## config.mk

```make
export PLATFORM = sky130hd
export DESIGN_NAME = tpm_ram_arbiter
export DESIGN_NICKNAME = d
export VERILOG_FILES = /design/src/rtl/twpm_ram_pkg.sv /design/src/rtl/tpm_ram_lane_steer.sv /design/src/rtl/tpm_ram_arbiter.sv
export SDC_FILE = /design/constraint.sdc
export NUM_CORES = 1
export LEC_CHECK = 0
export BUFFER_PORTS_ARGS = -buffer_cell sky130_fd_sc_hd__buf_2
export CORE_MARGIN = 2
export CORE_UTILIZATION = 38
export CTS_BUF_LIST = sky130_fd_sc_hd__clkbuf_4 sky130_fd_sc_hd__clkbuf_8
export CTS_CLUSTER_SIZE = 12
export DETAILED_ROUTE_END_ITERATION = 6
export GPL_TIMING_DRIVEN = 0
export PLACE_DENSITY = 0.81
export REMOVE_ABC_BUFFERS = 1
export SLEW_MARGIN = 20
export SYNTH_ARGS = -nofsm -noshare
export SYNTH_HDL_FRONTEND = slang
export SYNTH_HIERARCHICAL = 1
export SYNTH_SLANG_ARGS = --single-unit
```

## constraint.sdc

```tcl
create_clock -name clk_i -period 1.77 [get_ports clk_i]
set_clock_uncertainty 0.05 [all_clocks]
set_input_delay 0.0885 -clock clk_i [delete_from_list [all_inputs] [get_ports clk_i]]
set_output_delay 0.0885 -clock clk_i [all_outputs]
set_load 0.02 [all_outputs]
```

## src/rtl/twpm_ram_pkg.sv

```systemverilog
// Shared types and constants for the TPM RAM sequencer/arbiter.
// Owner encoding, FSM state enum and the default data-provider reject byte.
package twpm_ram_pkg;

    localparam logic OWNER_DP  = 1'b0;
    localparam logic OWNER_CPU = 1'b1;

    typedef enum logic [1:0] {
        IDLE  = 2'd0,
        ISSUE = 2'd1,
        WAIT  = 2'd2
    } state_t;

    localparam logic [7:0] DP_REJECT_DATA_DEFAULT = 8'hFF;

endpackage

```

## src/rtl/tpm_ram_lane_steer.sv

```systemverilog
// Byte-lane steering for the byte-wide data-provider side of the TPM RAM.
// Ports: wr_lane/wr_byte -> wen/wdata (write), rd_lane/rd_word -> rd_byte (read).
module tpm_ram_lane_steer (
    input  logic [1:0]  wr_lane,
    input  logic [7:0]  wr_byte,
    input  logic [1:0]  rd_lane,
    input  logic [31:0] rd_word,
    output logic [3:0]  wen,
    output logic [31:0] wdata,
    output logic [7:0]  rd_byte
);

    always_comb begin
        wen     = 4'b0001 << wr_lane;
        wdata   = {24'd0, wr_byte} << {wr_lane, 3'b000};
        rd_byte = rd_word[{rd_lane, 3'b000} +: 8];
    end

endmodule

```

## src/rtl/tpm_ram_arbiter.sv

```systemverilog
// Sequencer/arbiter for the shared 512x32 TPM RAM (data provider vs Wishbone CPU).
// Ports: clk_i/rst_i, exec_i ownership, dp_* byte port, wb_* word port,
//        ram_* registered RAM interface, owner_o/busy_o status.
module tpm_ram_arbiter
    import twpm_ram_pkg::*;
#(
    parameter int         ADDR_WIDTH     = 11,
    parameter logic [7:0] DP_REJECT_DATA = DP_REJECT_DATA_DEFAULT
) (
    input  logic                  clk_i,
    input  logic                  rst_i,
    input  logic                  exec_i,
    input  logic                  dp_req_i,
    input  logic                  dp_we_i,
    input  logic [ADDR_WIDTH-1:0] dp_addr_i,
    input  logic [7:0]            dp_data_i,
    output logic [7:0]            dp_data_o,
    output logic                  dp_ack_o,
    input  logic                  wb_cyc_i,
    input  logic                  wb_stb_i,
    input  logic                  wb_we_i,
    input  logic [ADDR_WIDTH-3:0] wb_adr_i,
    input  logic [3:0]            wb_sel_i,
    input  logic [31:0]           wb_dat_i,
    output logic [31:0]           wb_dat_o,
    output logic                  wb_ack_o,
    output logic                  wb_err_o,
    output logic [ADDR_WIDTH-3:0] ram_a_o,
    output logic [31:0]           ram_wd_o,
    output logic [3:0]            ram_wen_o,
    input  logic [31:0]           ram_rd_i,
    output logic                  owner_o,
    output logic                  busy_o
);

    state_t     state_q;
    logic       owner_q;
    logic       cpu_q;
    logic [1:0] lane_q;
    logic       dp_ack_q;
    logic       wb_ack_q;
    logic       wb_err_q;
    logic       dp_rej_q;

    logic [3:0]  dp_wen;
    logic [31:0] dp_wd;
    logic [7:0]  dp_rbyte;

    logic wb_req;
    logic own_req;

    tpm_ram_lane_steer u_steer (
        .wr_lane (dp_addr_i[1:0]),
        .wr_byte (dp_data_i),
        .rd_lane (lane_q),
        .rd_word (ram_rd_i),
        .wen     (dp_wen),
        .wdata   (dp_wd),
        .rd_byte (dp_rbyte)
    );

    assign wb_req = wb_cyc_i & wb_stb_i;

    // Only serve when the owner register already agrees with exec_i, so a
    // pending ownership change is settled before the new owner is served.
    assign own_req = (owner_q == exec_i) &
                     ((owner_q == OWNER_CPU) ? wb_req : dp_req_i);

    always_ff @(posedge clk_i or posedge rst_i) begin
        if (rst_i) begin
            state_q   <= IDLE;
            owner_q   <= OWNER_DP;
            cpu_q     <= 1'b0;
            lane_q    <= 2'd0;
            ram_a_o   <= '0;
            ram_wd_o  <= '0;
            ram_wen_o <= '0;
            dp_ack_q  <= 1'b0;
            wb_ack_q  <= 1'b0;
        end else begin
            dp_ack_q <= 1'b0;
            wb_ack_q <= 1'b0;
            unique case (state_q)
                IDLE: begin
                    owner_q <= exec_i;
                    if (own_req) begin
                        state_q <= ISSUE;
                        cpu_q   <= owner_q;
                        lane_q  <= dp_addr_i[1:0];
                        if (owner_q == OWNER_CPU) begin
                            ram_a_o   <= wb_adr_i;
                            ram_wd_o  <= wb_dat_i;
                            ram_wen_o <= wb_we_i ? wb_sel_i : 4'b0000;
                        end else begin
                            ram_a_o   <= dp_addr_i[ADDR_WIDTH-1:2];
                            ram_wd_o  <= dp_wd;
                            ram_wen_o <= dp_we_i ? dp_wen : 4'b0000;
                        end
                    end
                end
                ISSUE: begin
                    ram_wen_o <= 4'b0000;
                    state_q   <= WAIT;
                    if (cpu_q) wb_ack_q <= 1'b1;
                    else       dp_ack_q <= 1'b1;
                end
                WAIT: begin
                    state_q <= IDLE;
                end
                default: begin
                    state_q   <= IDLE;
                    ram_wen_o <= 4'b0000;
                end
            endcase
        end
    end

    // Rejections bypass the FSM. A requester is rejected only when both
    // owner_q and exec_i say the other side owns the RAM; while they differ
    // the request simply waits for the ownership switch.
    always_ff @(posedge clk_i or posedge rst_i) begin
        if (rst_i) begin
            wb_err_q <= 1'b0;
            dp_rej_q <= 1'b0;
        end else begin
            wb_err_q <= wb_req & ~owner_q & ~exec_i & ~wb_err_q;
            dp_rej_q <= dp_req_i & owner_q & exec_i & ~dp_rej_q;
        end
    end

    // Read data arrives one cycle after the address, i.e. in the ack cycle,
    // so it is steered straight through rather than registered again.
    assign dp_ack_o  = dp_ack_q | dp_rej_q;
    assign dp_data_o = dp_rej_q ? DP_REJECT_DATA :
                       (dp_ack_q ? dp_rbyte : 8'h00);
    assign wb_ack_o  = wb_ack_q;
    assign wb_err_o  = wb_err_q;
    assign wb_dat_o  = wb_ack_q ? ram_rd_i : 32'h0;
    assign owner_o   = owner_q;
    assign busy_o    = (state_q != IDLE);

endmodule

```

== Yosys cells after proc, flatten, opt, wreduce, memory -nomap -nowiden ==
Index checks and enable logic that the tools add are counted.
Word-level totals
  output and inout bits: 90
  memories: 0
  memory bits (read-only): 0
  RAM bits: 0
  bits of input ports: 104
  register bits after elaboration: 55
  bits in latches: 0
  logic and storage cells: 53
Cells by class
  add/sub/neg operators: 0
  $lt $le $gt $ge: 0
  bitwise operators: 14
  multiply operators: 0
  multiplexer cells: 17
  div/mod/pow operators: 0
  shift operators: 3
  equality and inequality tests: 4
  reductions and logical operators: 4
Operator list (number)
  $mux 32: 2
  $shiftx 32x6->8: 1
  $shl 8x5->32: 1
  $mux 4: 4
  $mux 8: 2
  $mux 9: 1
  $and 1x1->1: 8
  $pmux 4 s2: 1
  $mux 1: 5
  $not 1->1: 5
  $pmux 2 s2: 1
  $reduce_and 2->1: 2
  $shl 1x2->4 const A: 1
  $eq 2x1->1 const B: 1
  $eq 2x2->1 const B: 1
  $logic_not 2->1: 1
  $mux 2: 1
  $ne 2x2->1 const B: 1
  $reduce_bool 2->1: 1
  $eq 1x1->1: 1
  $or 1x1->1: 1

== Longest topological paths before layout ==
  depth after elaboration: 5
  gate-level depth with buffers: 5
  gate-level depth less buffers: 4

== Cells and area by module ==
The synthesis kept the hierarchy.
Modules (own cells, without submodules)
  tpm_ram_arbiter: area an instance 2932.8 um2, cells an instance 230, times used 1, sequential area each 1376.3 um2
  tpm_ram_lane_steer: area an instance 494.2 um2, cells an instance 52, times used 1, sequential area each 0.0 um2

== Worst setup path after synthesis ==
OpenSTA, ideal clock, no wires.
  path kind: register to register
  from: reg owner_q, in the netlist owner_o
  to: reg lane_q[0]
  clock period less this slack: 2.015 ns
  slack: -0.245 ns
  buffers on the path: 2
  required time: 1.595 ns
  stages on the path, launching flop included: 6
  arrival: 1.840 ns
  library setup time: 0.125 ns
  path through: dfrtp_1 buf_2 or3b_4 a21oi_4 buf_6 mux2_2
On the way
  cells in the longest elaborated chain, start to end: 3
  elaborated cells on any way between the ends: 4
  classes of those cells: eq/ne (1); mux (1); bitwise (1); reduce/logical (1)
Ends and longest elaborated chain
  start, declared: line tpm_ram_arbiter.sv:37  | logic owner_q;
  start signal, assigned: line tpm_ram_arbiter.sv:85  | owner_q <= exec_i;
  $eq 1x1->1 or $mux 1 (tied branches): line tpm_ram_arbiter.sv:66, tpm_ram_arbiter.sv:67
  $and 1x1->1 (*): line tpm_ram_arbiter.sv:66  | assign own_req = (owner_q == exec_i) &
  $reduce_and 2->1 (no line) (*)
  end signal, assigned: line tpm_ram_arbiter.sv:89  | lane_q <= dp_addr_i[1:0];
  end, declared: line tpm_ram_arbiter.sv:39  | logic [1:0] lane_q;
Mark *: on every way between the ends. The rest lies on a longest branch, timed or not.
A chain may end at the register's enable or synchronous reset.

== Worst setup path in the final report ==
  from: reg owner_q, in the netlist owner_o
  to: reg ram_wd_o[11]
On the way
  cells in the longest elaborated chain, start to end: 3
  elaborated cells on any way between the ends: 5
  classes of those cells: eq/ne (1); mux (2); bitwise (1); reduce/logical (1)
Ends and longest elaborated chain
  $eq 1x1->1 or $mux 1 (tied branches): line tpm_ram_arbiter.sv:66, tpm_ram_arbiter.sv:67
  $and 1x1->1: line tpm_ram_arbiter.sv:66
  $reduce_and 2->1 (no line)
  end signal, assigned: line tpm_ram_arbiter.sv:92  | ram_wd_o <= wb_dat_i;
  end signal, assigned: line tpm_ram_arbiter.sv:96  | ram_wd_o <= dp_wd;
  end, declared: line tpm_ram_arbiter.sv:29  | output logic [31:0] ram_wd_o,
Parallel ways exist; a longest one is shown, timed or not.

==> flow_summary.ini <==
[clock_network]
clockRootBuffer = clkbuf_8
clk_path_buf_depth = 2
h-tree-depth = 2
cts_tree = built
cts-buffers-inserted = 5
cts.sinks = 55
clk_pin_slew_ns = 0.11
clock_latency_ns = 0.31

[yosys]
synth_edf_count = 0
yosysUniqueCellTypes = 26
netlist_area_mm2 = 0.00343
synthArstFlopShare = 1.00
ys.flop_type = dfrtp_1
syn-instance-count = 282
ys_ff_latch = 55
ys_seq_area_frac = 0.402
yosys_warnings = 6
avgSynthCellArea_um2 = 12.2

[setup_path]
cpMaxStageDelayCell = dfrtp_4
cp-startpoint = owner_o
reg2reg_slack_ns = -0.14
cp.depth = 5
reg2reg_depth = 5
cp_num_buf_inv = 2
crit_type = flip-flop to flip-flop
worstPathMaxFanout = 7
critPathRequiredTime_ns = 1.91
r2r_start = owner_o
critPathCapture = ram_wd_o[11]
path_cells = or3b_4 > a21oi_4 > buf_6 > clkbuf_16 > mux2_4
cpLargestDelayFamily = flip-flops
worstPathArrival_ns = 2.05
start_kind = flip-flop
cpPeakStageDelay_ns = 0.49
endpoint_kind = flip-flop
r2r-end = ram_wd_o[11]

[pwr]
total_power_mw = 5.82
powerDensity_mw_per_mm2 = 1180
p_leak_nw = 2.68
vdd_drop_max_v = 0.000747

[die]
initial_utilization = 0.393
rows = 34
coreArea_mm2 = 0.00872
die_x_um = 99.0
die-height_um = 99.0
io_pins = 194
die_area_mm2 = 0.00979

[timing]
fin_crit_sh = 1.08
fmax_mhz = 524
final_max_slew_viol_count = 0
finalWorstSetupSlack_ns = -0.139
tightest_slew_ns = 0.697
whs_ns = 0.0230
setup_viol = 45
hold_viol_final = 0
rsz0062_at_grt = yes
relSlewSlack = 0.535
min_period_ns = 1.91

[final_layout]
design_area_mm2 = 0.00493
layout_common_cells = buf_2 (185), mux2_2 (57), dfrtp_1 (52)
final_common_cell = buf_2
antenna_cells = 0
num-nets-final = 581
drive_above_1_share = 0.672
final_core_utilization = 0.565
area_growth_syn_to_layout_pct = 43.9

[grt]
grt_max_degree = 56
grtUsageTotal = 0.203
grt_first_pass_wirelength_mm = 15.9
grt_antenna_before_repair = 0
grt-ovfl-total = 0
grt_pass1_vias = 3138

[route]
drtPass1Iterations = 4
avgViaCountPerCell = 5.15
wl_per_cell_um = 17.7
ant_nets = 0
vias = 3020
postRouteWirelength_mm = 10.4
drt-initial-drc-count = 76
drc = 0

[place]
dp_hpwl_mm = 6.98
io_buffers = 193
place_area_mm2 = 0.00446
dpl_worst_slack_ns = -0.484
gp_congestion = 0.821

[status]
status = finished, violations left
violations = negative setup slack

[worst_hold_path]
hp-class = input pin to flip-flop

[job]
max-cap-violations = 0
sequential cells by signal, summed over array words and instances, names as in the netlist:
name	cells
wb_err_o	1
cpu_q	1
owner_o	1
wb_ack_o	1
state_q	2
dp_ack_q	1
dp_rej_q	1
lane_q	2
ram_wd_o	32
ram_a_o	9
ram_wen_o	4
worst register-to-register path: stages, from the launching register on:
cell and delay [ns]:
dfrtp_4 0.49, or3b_4 0.40, a21oi_4 0.22, buf_6 0.16, clkbuf_16 0.16, mux2_4 0.30
cell type report:
class,count,area [um^2]
fillers,730,3790
multi-input cells,202,2040
flip-flops and latches,55,1380
repair buffers,212,1270
well taps,108,135
clock buffers,6,76.3
clock inverters,2,17.5
inverters,1,6.26
worst min-delay path by stage:
stage	startpoint	end	cells after the start
global route	dp_req_i	dp_rej_q	2
detailed placement	rst_i	ram_wd_o[14]	2
CTS	exec_i	owner_o	2
finish	exec_i	owner_o	2
global placement	exec_i	wb_err_o	2
floorplan	exec_i	wb_err_o	1
synth_stat cells (3+ instances only):
cell type   n  area share
mux2_2     90        0.30
and3_1      8       0.015
a21o_1      9       0.020
clkbuf_1   15       0.016
mux4_2      8       0.053
buf_2       3      0.0044
nor3b_1     8       0.018
nand3b_1    4      0.0088
nor2b_1     8       0.015
dfrtp_1    55        0.40
a21oi_1     4      0.0058
buf_6       5       0.016
nand3_1     4      0.0058
and3b_1    16       0.041
and2_1     34       0.062
kinds of logic (layout without fill, tap and decap cells):
family                 after synthesis  count (layout)  synth area share
AND/OR/NAND/NOR                     90              90             0.180
AO/OA/AOI/OAI                       14              14            0.0303
buffers and inverters               25             221            0.0398
multiplexers                        98              98             0.348
flip-flops                          55              55             0.402
routing by layer:
metal | GRT usage | routed length (um) | vias up
met5 | 0 | 0 | -
met4 | 0.0485 | 150 | 0
met3 | 0.0468 | 683 | 12
met2 | 0.383 | 5540 | 130
met1 | 0.230 | 3980 | 1480
li1 | - | - | 1398
power by group:
part,switching (mW),total (mW),internal [mW]
clock,0.433,0.734,0.301
sequential,0.329,2.08,1.75
combinational,1.47,3.01,1.54
stage by stage:
step / TNS [ns] / instances
after floorplan: -70.22 / 258
after global placement: -136.04 / 559
after detailed placement: -19.35 / 562
after CTS: -3.66 / 585
after global routing: -6.86 / 586
final: -4.25 / 586
timing repair:
| item | 4_1_cts | 5_1_grt |
|---|---|---|
| resized for setup | 50 | 13 |
| buffers inserted | 10 | 0 |
| hold endpoints to repair | 56 | 0 |
| setup endpoints to repair | 56 | 70 |
| hold buffers | 4 | 0 |
| cloned | 1 | 2 |
| pin swaps | 9 | 2 |
Note: power is estimated with default switching activity, not from simulation.
